File: src/rtl/tank_shell_if.sv
`default_nettype none
// ============================================================================
// Module   : tank_shell_if
// Brief    : Barrel/fire inputs and shell position outputs of tank_shell.
// Revision : 1.0 - initial release
// ============================================================================
interface tank_shell_if;
    logic       fire;
    logic       hit;
    logic [9:0] BarrelX;
    logic [9:0] BarrelY;
    logic [1:0] p_direction;
    logic [9:0] ShellX;
    logic [9:0] ShellY;
    logic [9:0] Shell_Size;
    logic       shell_active;
    logic [1:0] shell_dir;
    logic       ready;

    modport master (
        output fire, hit, BarrelX, BarrelY, p_direction,
        input  ShellX, ShellY, Shell_Size, shell_active, shell_dir, ready
    );

    modport slave (
        input  fire, hit, BarrelX, BarrelY, p_direction,
        output ShellX, ShellY, Shell_Size, shell_active, shell_dir, ready
    );
endinterface
`default_nettype wire

File: src/rtl/tank_shell.sv
`default_nettype none
// ============================================================================
// Module   : tank_shell
// Brief    : Single-shell projectile controller: launch, flight, cooldown.
// Revision : 1.0 - initial release
// ============================================================================
module tank_shell #(
    parameter int SHELL_SPEED     = 4,
    parameter int SHELL_SIZE      = 2,
    parameter int COOLDOWN_FRAMES = 15,
    parameter int X_MIN           = 0,
    parameter int X_MAX           = 639,
    parameter int Y_MIN           = 0,
    parameter int Y_MAX           = 479
) (
    input  wire logic    frame_clk,
    input  wire logic    Reset,
    tank_shell_if.slave  bus
);

    localparam int          c_cnt_w    = (COOLDOWN_FRAMES > 1) ? $clog2(COOLDOWN_FRAMES) : 1;
    localparam logic [c_cnt_w-1:0] c_cnt_load = c_cnt_w'(COOLDOWN_FRAMES - 1);
    localparam logic [10:0] c_x_min    = 11'(X_MIN);
    localparam logic [10:0] c_x_max    = 11'(X_MAX);
    localparam logic [10:0] c_y_min    = 11'(Y_MIN);
    localparam logic [10:0] c_y_max    = 11'(Y_MAX);
    localparam logic [10:0] c_speed11  = 11'(SHELL_SPEED);
    localparam logic [9:0]  c_speed10  = 10'(SHELL_SPEED);

    typedef enum logic [1:0] {
        S_IDLE     = 2'd0,
        S_FLIGHT   = 2'd1,
        S_COOLDOWN = 2'd2
    } state_t;

    state_t               r_state;
    state_t               w_next;
    logic                 r_fire_q;
    logic [c_cnt_w-1:0]   r_cnt;
    logic [9:0]           r_x;
    logic [9:0]           r_y;
    logic [1:0]           r_dir;
    logic                 r_active;
    logic                 r_ready;

    logic                 w_fire_rise;
    logic                 w_barrel_ok;
    logic                 w_exit;
    logic                 w_launch;
    logic                 w_step;
    logic                 w_cnt_load;
    logic [10:0]          w_bx;
    logic [10:0]          w_by;
    logic [10:0]          w_sx;
    logic [10:0]          w_sy;

    assign w_bx = {1'b0, bus.BarrelX};
    assign w_by = {1'b0, bus.BarrelY};
    assign w_sx = {1'b0, r_x};
    assign w_sy = {1'b0, r_y};

    assign w_fire_rise = bus.fire & ~r_fire_q;

    // "+1 > MIN" is the same as ">= MIN" but stays meaningful when MIN is 0
    assign w_barrel_ok = ((w_bx + 11'd1) > c_x_min) && (w_bx <= c_x_max) &&
                         ((w_by + 11'd1) > c_y_min) && (w_by <= c_y_max);

    // Exit test is done in 11 bits so the shell never wraps past an edge
    always_comb begin
        w_exit = 1'b0;
        case (r_dir)
            2'b00:   w_exit = (w_sx < (c_x_min + c_speed11));
            2'b01:   w_exit = ((w_sx + c_speed11) > c_x_max);
            2'b10:   w_exit = ((w_sy + c_speed11) > c_y_max);
            default: w_exit = (w_sy < (c_y_min + c_speed11));
        endcase
    end

    always_ff @(posedge frame_clk or negedge Reset) begin
        if (!Reset) begin
            r_state <= S_IDLE;
        end else begin
            r_state <= w_next;
        end
    end

    always_comb begin
        w_next     = r_state;
        w_launch   = 1'b0;
        w_step     = 1'b0;
        w_cnt_load = 1'b0;
        case (r_state)
            S_IDLE: begin
                if (w_fire_rise && w_barrel_ok) begin
                    w_launch = 1'b1;
                    w_next   = S_FLIGHT;
                end
            end
            S_FLIGHT: begin
                if (bus.hit || w_exit) begin
                    w_cnt_load = 1'b1;
                    w_next     = S_COOLDOWN;
                end else begin
                    w_step = 1'b1;
                end
            end
            S_COOLDOWN: begin
                if (r_cnt == '0) begin
                    w_next = S_IDLE;
                end
            end
            default: w_next = S_IDLE;
        endcase
    end

    always_ff @(posedge frame_clk or negedge Reset) begin
        if (!Reset) begin
            r_fire_q <= 1'b1;
            r_cnt    <= '0;
            r_x      <= '0;
            r_y      <= '0;
            r_dir    <= 2'b00;
            r_active <= 1'b0;
            r_ready  <= 1'b1;
        end else begin
            r_fire_q <= bus.fire;
            r_active <= (w_next == S_FLIGHT);
            r_ready  <= (w_next == S_IDLE);

            if (w_cnt_load) begin
                r_cnt <= c_cnt_load;
            end else if ((r_state == S_COOLDOWN) && (r_cnt != '0)) begin
                r_cnt <= r_cnt - c_cnt_w'(1);
            end

            if (w_launch) begin
                r_x   <= bus.BarrelX;
                r_y   <= bus.BarrelY;
                r_dir <= bus.p_direction;
            end else if (w_step) begin
                case (r_dir)
                    2'b00:   r_x <= r_x - c_speed10;
                    2'b01:   r_x <= r_x + c_speed10;
                    2'b10:   r_y <= r_y + c_speed10;
                    default: r_y <= r_y - c_speed10;
                endcase
            end
        end
    end

    assign bus.ShellX       = r_x;
    assign bus.ShellY       = r_y;
    assign bus.Shell_Size   = 10'(SHELL_SIZE);
    assign bus.shell_active = r_active;
    assign bus.shell_dir    = r_dir;
    assign bus.ready        = r_ready;

endmodule
`default_nettype wire

File: src/flat_wrapper.sv
// flat-port wrapper written by rule: the top's interface ports become plain ports
module tank_shell_flat 
#(
    parameter int SHELL_SPEED     = 4,
    parameter int SHELL_SIZE      = 2,
    parameter int COOLDOWN_FRAMES = 15,
    parameter int X_MIN           = 0,
    parameter int X_MAX           = 639,
    parameter int Y_MIN           = 0,
    parameter int Y_MAX           = 479
)
  (frame_clk, Reset, bus_fire, bus_hit, bus_BarrelX, bus_BarrelY, bus_p_direction, bus_ShellX, bus_ShellY, bus_Shell_Size, bus_shell_active, bus_shell_dir, bus_ready);
  tank_shell_if bus_i ();
  input  wire logic frame_clk;
  input  wire logic Reset;
  input wire logic [$bits(bus_i.fire)-1:0] bus_fire;
  input wire logic [$bits(bus_i.hit)-1:0] bus_hit;
  input wire logic [$bits(bus_i.BarrelX)-1:0] bus_BarrelX;
  input wire logic [$bits(bus_i.BarrelY)-1:0] bus_BarrelY;
  input wire logic [$bits(bus_i.p_direction)-1:0] bus_p_direction;
  output wire logic [$bits(bus_i.ShellX)-1:0] bus_ShellX;
  output wire logic [$bits(bus_i.ShellY)-1:0] bus_ShellY;
  output wire logic [$bits(bus_i.Shell_Size)-1:0] bus_Shell_Size;
  output wire logic [$bits(bus_i.shell_active)-1:0] bus_shell_active;
  output wire logic [$bits(bus_i.shell_dir)-1:0] bus_shell_dir;
  output wire logic [$bits(bus_i.ready)-1:0] bus_ready;
  assign bus_i.fire = bus_fire;
  assign bus_i.hit = bus_hit;
  assign bus_i.BarrelX = bus_BarrelX;
  assign bus_i.BarrelY = bus_BarrelY;
  assign bus_i.p_direction = bus_p_direction;
  assign bus_ShellX = bus_i.ShellX;
  assign bus_ShellY = bus_i.ShellY;
  assign bus_Shell_Size = bus_i.Shell_Size;
  assign bus_shell_active = bus_i.shell_active;
  assign bus_shell_dir = bus_i.shell_dir;
  assign bus_ready = bus_i.ready;
  tank_shell #(.SHELL_SPEED(SHELL_SPEED), .SHELL_SIZE(SHELL_SIZE), .COOLDOWN_FRAMES(COOLDOWN_FRAMES), .X_MIN(X_MIN), .X_MAX(X_MAX), .Y_MIN(Y_MIN), .Y_MAX(Y_MAX)) u_core (.frame_clk(frame_clk), .Reset(Reset), .bus(bus_i));
endmodule
File: config.mk
export PLATFORM = sky130hd
export DESIGN_NAME = tank_shell_flat
export DESIGN_NICKNAME = d
export VERILOG_FILES = /design/src/rtl/tank_shell_if.sv /design/src/rtl/tank_shell.sv /design/src/flat_wrapper.sv
export SDC_FILE = /design/constraint.sdc
export NUM_CORES = 1
export LEC_CHECK = 0
export BUFFER_PORTS_ARGS = -buffer_cell sky130_fd_sc_hd__buf_2
export CAP_MARGIN = 20
export CELL_PAD_IN_SITES_DETAIL_PLACEMENT = 0
export CELL_PAD_IN_SITES_GLOBAL_PLACEMENT = 1
export CORE_UTILIZATION = 42
export CTS_CLUSTER_DIAMETER = 200
export CTS_CLUSTER_SIZE = 16
export DETAILED_ROUTE_END_ITERATION = 8
export MAX_ROUTING_LAYER = met4
export PLACE_DENSITY = 0.86
export SLEW_MARGIN = 20
export SYNTH_ARGS = -nofsm -noshare
export SYNTH_HDL_FRONTEND = slang
export SYNTH_SLANG_ARGS = --single-unit
File: constraint.sdc
create_clock -name frame_clk -period 4.6 [get_ports frame_clk]
set_clock_uncertainty 0.05 [all_clocks]
set_input_delay 0.23 -clock frame_clk [delete_from_list [all_inputs] [get_ports frame_clk]]
set_output_delay 0.23 -clock frame_clk [all_outputs]
set_load 0.005 [all_outputs]
==> results.md, run 1 <==
- FF+latch count, synth: 31
- Layout cells sized above 1: 0.244
- Async S/R FF share, synth: 1.00
- Avg Inst Size Synth: 8.69 um^2
- Slew HR: 0.363
- Initial antenna violation count: 0
- Highest Clock Rate: 394 MHz
- Hold path start: bus_BarrelY[1]
- Vias per cell: 5.22
- Nets: 331
- Post-layout worst setup margin: 2060 ps
- Io pins: 60
- Proportion of synthesized area in mux cells: 0.00952
- Cts repair resizes: 0
- Die W: 74.9 um
- CTS tree: done
- Total gr overflow: 0
- Synth Cell Area: 2230 um^2
- Synth Instances: 257
- DRC: 0
- Initial DRC count: 90
- Crit-path slowest cell: dfrtp_1
- RSZ-0062 raised after global routing: no
- Crit Path Category: reg2reg
- Pins Over Slew Limit: 0
- Pre-CTS setup slack: 2090 ps
- Port buffer count: 49
- Crit. End Element: flip-flop
- Total track usage: 0.198
- Worst R2R Path Depth: 9
- Final Setup Violations: 0
- Worst hold path type: in2reg
- Fin crit period: 2540 ps
- Layout area overhead: 14.5%
- Clock Pin Slew Worst Setup and Hold Paths: 70 ps
- Synth Area in Compound Gates: 0.150
- Final core utilization: 0.501
- Worst vdd ir: 340 uV
- P_leak: 1.12 nW
- Adder-cell share of the synthesized area: 0.0392
- Final Hold Viols: 0
- Core area: 5110 um^2
- Synth cell types: 60
- Ys flop type: dfrtp_1
- Cell chain of the critical path: inv_1 > ha_1 > nand3_1 > o41ai_1 > nand4_1 > o211a_2 > a21boi_2 > o21ai_2 > and2_1
- Synth Area in Simple Gates: 0.282
- Clk_lat worst skew: 280 ps
- Post-DP HPWL: 3630 um
- Final ANT Viol Nets: 0
- Die Ht: 74.9 um
- Clk buf depth: 2
- Critical Path Max Stage Delay: 500 ps
- Hold endpoint: u_core.bus.ShellY[1]
- First-pass iteration count of the detailed router: 4
- Ant diodes: 0
- CP required: 4730 ps
- Reg2reg start: u_core.bus.ShellY[2]
- Worst slew pin tran: 947 ps
- R2r endpoint: u_core.r_cnt[0]
- CTS Buf Count: 5
- Vias in the first global route: 1745
- Period utilization: 0.552
- PD cells: 577 nW/um^2
- Placement Rows: 26
- Post-synth EDFFs: 0
- Placer Congestion: 0.861
- Total Wirelength: 5030 um
- Startpoint Class: flip-flop
- Setup_tns: 0 ps
- Die ar.: 5610 um^2
- Starting density of the core: 0.437
- Post-Synth XOR/XNOR Area: 0.0784
- Largest family of logic cells by synthesized area: simple AND/OR/NAND/NOR gates
- CP Data Arrival Time: 2660 ps
- Fill cells: 498
- Critical Path Fanout Max: 14
- First-pass GRT wire length: 8200 um
- H-tree depth: 2
- Root Driver: clkbuf_8
- Pin count of the biggest net entering global routing: 32
- Max-Cap Viols: 0
- Synth warn: 0
- CTS sink cnt: 31
- Routed len/inst: 13.6 um
- Hold Path Depth: 3
- Vias post-DR: 1927
- Status: finished clean
- Register area share after synthesis: 0.348
- R2R Setup Slk: 2060 ps
==> routing by layer <==
metal  wire [um]  global-route usage  vias to the layer above  part of all wire
li1            -                   -                      974                 -
met1        2520               0.271                      908              0.50
met2        2310               0.313                       39              0.46
met3         174              0.0402                        6             0.035
met4          26              0.0252                        0            0.0052
met5           0                   -                        -                 0
==> stage by stage <==
| step | cells | cell area [um^2] | total power, W | hold WS, ps |
|---|---|---|---|---|
| global placement | 359 | 2440 | 0.00123 | 270 |
| floorplan | 265 | 2260 | 0.00105 | -116 |
| detailed placement | 359 | 2440 | 0.00124 | 277 |
| CTS | 368 | 2550 | 0.00149 | 4.44 |
| finish | 369 | 2560 | 0.00148 | 89.6 |
| global route | 369 | 2560 | 0.00160 | 97.9 |
==> placed cells by master, fill, tap and decap left out, types with 4 or more instances in the layout <==
cell      instances
ha_1              7
nand3_1           9
dfrtp_1          29
and4_1            4
inv_1            10
nor2_1            9
clkbuf_8          7
o21ai_1          13
buf_2            49
xor2_1           10
nand2_1          50
nand2b_1          4
conb_1           10
nor3_1            8
xnor2_1          10
a21oi_1           4
nand4_1           7
==> state kept, by name, indices dropped and copies added, names as in the netlist <==
| register | count |
|---|---|
| u_core.bus.ShellX | 10 |
| u_core.r_fire_q | 1 |
| u_core.bus.shell_active | 1 |
| u_core.r_state | 2 |
| u_core.bus.ShellY | 10 |
| u_core.bus.shell_dir | 2 |
| u_core.r_cnt | 4 |
| u_core.bus.ready | 1 |
==> power breakdown <==
| group | switching, W | total, W | internal, W | leakage [nW] |
|---|---|---|---|---|
| clock | 0.000102 | 0.000239 | 0.000137 | 0.0515 |
| combinational | 0.000324 | 0.000633 | 0.000309 | 0.693 |
| sequential | 0.000212 | 0.000605 | 0.000393 | 0.375 |
==> worst max-delay path by stage <==
stage	end	start	slack, ps
6_report	u_core.r_cnt[0]	u_core.bus.ShellY[2]	2060
5_1_grt	u_core.r_cnt[0]	u_core.bus.ShellY[2]	1900
4_1_cts	u_core.r_cnt[0]	u_core.bus.ShellY[2]	2070
3_5_place_dp	u_core.r_cnt[0]	u_core.bus.ShellY[2]	2090
3_3_place_gp	u_core.bus.ShellX[8]	u_core.bus.ShellY[2]	2090
2_1_floorplan	u_core.bus.ShellX[2]	u_core.bus.ShellY[2]	2260
==> critical path, delay by kind of cell (launching register included) <==
family	cells	cell delay (ps)
AOI/OAI and AO/OA	4	1060
adders and majority gates	1	330
buffers and inverters	1	140
DFF	1	500
and+or+nand+nor	3	370
==> what timing repair did <==
action,CTS,global route
setup buffers,0,0
hold buffers,1,1
endpoints found under the hold margin,29,1
==> cell type report <==
cell class              instances  area [um^2]  share of cell area
multi-input cells             199         1290               0.504
flip-flops and latches         31          778               0.304
inverters                      10         37.5              0.0147
clock buffers                   8          100              0.0391
well taps                      70         87.6              0.0342
repair buffers                 51          265               0.104
==> cells by family (layout without fill, tap and decap cells) <==
family / Yosys count / count (layout)
compound gates: 45 / 45
mux: 2 / 2
buf+inv: 35 / 69
xor+xnor: 20 / 20
fa+ha+maj: 7 / 7
simple gates: 115 / 115
flops: 31 / 31
other cells: 2 / 10
==> Yosys cell counts (3+ instances only) <==
cell | number | area [um^2]
and4_1 | 5 | 43.8
nand4_1 | 7 | 43.8
nand2b_1 | 4 | 25.0
buf_4 | 12 | 90.1
nor3_1 | 8 | 40.0
o22ai_1 | 3 | 18.8
or4_1 | 3 | 22.5
clkbuf_1 | 5 | 18.8
o21ai_1 | 13 | 65.1
inv_1 | 10 | 37.5
xor2_1 | 10 | 87.6
nand2_1 | 50 | 188
a21oi_1 | 4 | 20.0
xnor2_1 | 10 | 87.6
a31oi_1 | 3 | 18.8
nand3_1 | 9 | 45.0
o21ai_0 | 3 | 15.0
ha_1 | 7 | 87.6
buf_2 | 5 | 25.0
nor2_1 | 9 | 33.8
nor4_2 | 3 | 37.5
dfrtp_1 | 29 | 726
Power figures use the tool's default switching activity.
==> run 2: changes to the inputs <==
--- a/config.mk
+++ b/config.mk
@@ -5,16 +5,17 @@
 export SDC_FILE = /design/constraint.sdc
 export NUM_CORES = 1
 export LEC_CHECK = 0
+export ABC_AREA = 1
 export BUFFER_PORTS_ARGS = -buffer_cell sky130_fd_sc_hd__buf_2
 export CAP_MARGIN = 20
 export CELL_PAD_IN_SITES_DETAIL_PLACEMENT = 0
 export CELL_PAD_IN_SITES_GLOBAL_PLACEMENT = 1
-export CORE_UTILIZATION = 42
+export CORE_UTILIZATION = 37
 export CTS_CLUSTER_DIAMETER = 200
 export CTS_CLUSTER_SIZE = 16
 export DETAILED_ROUTE_END_ITERATION = 8
 export MAX_ROUTING_LAYER = met4
-export PLACE_DENSITY = 0.86
+export PLACE_DENSITY = 0.81
 export SLEW_MARGIN = 20
 export SYNTH_ARGS = -nofsm -noshare
 export SYNTH_HDL_FRONTEND = slang
==> constraint.sdc (replaced) <==
create_clock -name frame_clk -period 2.5 [get_ports frame_clk]
set_clock_uncertainty 0.05 [all_clocks]
set_input_delay 0.125 -clock frame_clk [delete_from_list [all_inputs] [get_ports frame_clk]]
set_output_delay 0.125 -clock frame_clk [all_outputs]
set_load 0.005 [all_outputs]
==> run 2 against run 1 <==
Effect of this change: count of clock-buffer cells in the layout unchanged; power increased by 110%; largest cell class unchanged; area after synthesis increased by 6.1%; critical path type unchanged; core utilization decreased by 3.1 points; clock power increased by 57%; fmax increased by 10%; critical path depth increased by 7; non-clock buffer count increased by 17; critical endpoint is now u_core.bus.ShellY[8]; sequential power increased by 74%.
==> results.md, run 2 <==
- Hold Path Depth: 3
- Pin count of the biggest net entering global routing: 32
- Critical Path Fanout Max: 11
- Die Ht: 82.0 um
- Synth Cell Area: 2370 um^2
- Async S/R FF share, synth: 1.00
- Ys flop type: dfrtp_1
- Yosys top cell by area: dfrtp_1
- Hold path start: bus_p_direction[0]
- Initial antenna violation count: 0
- Synth top area share: 0.306
- Crit Path Category: reg2reg
- Final Hold Viols: 0
- Multi-input logic area: 1370 um^2
- Slew HR: 0.513
- FF+latch count, synth: 31
- Starting density of the core: 0.391
- Nets: 449
- Worst slew pin tran: 726 ps
- Vias per cell: 4.91
- Vias in the first global route: 2183
- Final ANT Viol Nets: 0
- Highest Clock Rate: 435 MHz
- Vias post-DR: 2418
- Root Driver: clkbuf_8
- Register area share after synthesis: 0.329
- Die W: 82.0 um
- Placement Rows: 28
- Clock Pin Slew Worst Setup and Hold Paths: 70 ps
- CP Data Arrival Time: 2410 ps
- Core area: 6060 um^2
- Area contributors post-synth: dfrtp_1 31%, nand2_1 18%, nand3_1 7.8%
- Max-Cap Viols: 0
- First-pass GRT wire length: 10400 um
- Layout area overhead: 20.2%
- H-tree depth: 2
- Die ar.: 6730 um^2
- Ant diodes: 0
- Most common cell in the netlist: nand2_1
- Synth cell types: 34
- Register Area: 783 um^2
- Placed insts: 469
- RSZ-0062 raised after global routing: no
- Fin crit period: 2300 ps
- Worst R2R Path Depth: 16
- Routed len/inst: 12.9 um
- Hold endpoint: u_core.bus.shell_dir[0]
- Most frequent cells in the layout: 116 x nand2_1, 49 x buf_2, 37 x nand3_1
- Commonest cells in the netlist: 116 x nand2_1, 37 x nand3_1, 34 x nor2_1
- Synth Instances: 355
- Total track usage: 0.210
- Status: finished clean
- Worst hold path type: in2reg
- Port buffer count: 49
- Total Wirelength: 6340 um
- DRC: 0
- Placer Congestion: 0.871
- Layout Cells excl Fill: 492
- Period utilization: 0.919
- CTS Buf Count: 5
- Fill cells: 645
- Avg Inst Size Synth: 6.67 um^2
- First-pass iteration count of the detailed router: 4
- Final Setup Violations: 0
- R2R Setup Slk: 200 ps
- CTS tree: done
- Clk_lat worst skew: 280 ps
- PD cells: 1090 nW/um^2
- Synth warn: 0
- CP required: 2610 ps
- Reg2reg start: u_core.bus.ShellX[2]
- Layout cells sized above 1: 0.204
- CTS sink cnt: 31
- Commonest non-fill, non-tap cell in the layout: nand2_1
- Clk buf depth: 2
- Post-DP HPWL: 4620 um
- Startpoint Class: flip-flop
- Total gr overflow: 0
- R2r endpoint: u_core.bus.ShellY[8]
- Final core utilization: 0.470
- P_leak: 1.50 nW
- Worst vdd ir: 565 uV
- Crit. End Element: flip-flop
- Post-synth EDFFs: 0
- Initial DRC count: 155
- Io pins: 60
- Pins Over Slew Limit: 0
## run 2: changes by cell type after synthesis, moves of 5 or more
cell / change
nand2_1: +66
xnor2_1: -8
nor2_1: +25
nor3_1: -6
o21ai_1: -11
nand3_1: +28
inv_1: +20
and4_1: -5
o21ai_0: +20
## run 2: power by group
group | internal (W) | total, W | leakage [nW] | switching [W]
Sequential | 0.000720 | 0.00105 | 0.385 | 0.000327
Combinational | 0.000691 | 0.00170 | 1.07 | 0.00100
Clock | 0.000198 | 0.000375 | 0.0395 | 0.000177
Total | 0.00161 | 0.00312 | 1.50 | 0.00151
## run 2: what timing repair did
item / 4_1_cts / 5_1_grt
buffers inserted: 0 / 8
hold endpoints to repair: 35 / 0
pin swaps: 0 / 1
endpoints found under the setup margin: 8 / 16
resized for setup: 2 / 4
hold buffers: 7 / 0
## run 2: how the worst max path moves through the flow
stage / start / to / cells past startpoint
2_1_floorplan: u_core.bus.ShellX[2] / u_core.bus.ShellY[3] / 16
3_3_place_gp: u_core.bus.ShellX[2] / u_core.bus.ShellY[8] / 16
3_5_place_dp: u_core.bus.ShellX[2] / u_core.bus.ShellY[8] / 16
4_1_cts: u_core.bus.ShellX[3] / u_core.bus.ShellY[8] / 14
5_1_grt: u_core.bus.ShellX[2] / u_core.bus.ShellY[7] / 16
6_report: u_core.bus.ShellX[2] / u_core.bus.ShellY[8] / 16
## run 2: layout make-up
type | instances | share of cell area
Clock buffer | 8 | 0.0281
Inverter | 31 | 0.0409
Sequential cell | 31 | 0.275
Multi-Input combinational cell | 279 | 0.481
Tap cell | 75 | 0.0330
Timing Repair Buffer | 68 | 0.142
## run 2: worst max-delay path, stage by stage, from the launching register on
cell	delay, ps
dfrtp_2	440
inv_2	80
ha_1	310
inv_1	80
nor2_1	40
nand2_1	70
nor2_1	40
nand3_1	90
nand2_1	70
nand2_1	50
nand2_1	80
a21oi_2	150
nand4_2	170
nand2_8	170
nand2_2	140
nand2_1	110
nand2_1	50
## run 2: logic make-up after synthesis
group,Yosys count,share of synthesized area
adders and majority gates,7,0.0370
DFF,31,0.329
xor gates and xnor gates,11,0.0407
and+or+nand+nor,208,0.379
other,2,0.00317
AOI/OAI and AO/OA,43,0.102
buffers and inverters,53,0.110
## run 2: metal layers
layer  vias up  global-route usage  share of wire
met5         -                   -              0
met4         0              0.0561          0.016
met3         6              0.0400          0.056
met2        67               0.323           0.45
met1      1099               0.279           0.48
li1       1246                   -              -
## run 2: stage by stage
stage | total power, W | setup slack [ps] | area, um^2 | setup TNS, ps | hold slack, ps
after floorplan | 0.00219 | 491 | 2400 | 0 | -221
after global placement | 0.00269 | -17.7 | 2620 | -21.4 | 157
after detailed placement | 0.00270 | 7.45 | 2620 | 0 | 166
after CTS | 0.00310 | 75.9 | 2780 | 0 | 40.8
after global routing | 0.00347 | 23.5 | 2850 | 0 | 44.1
final | 0.00312 | 201 | 2850 | 0 | 35.5
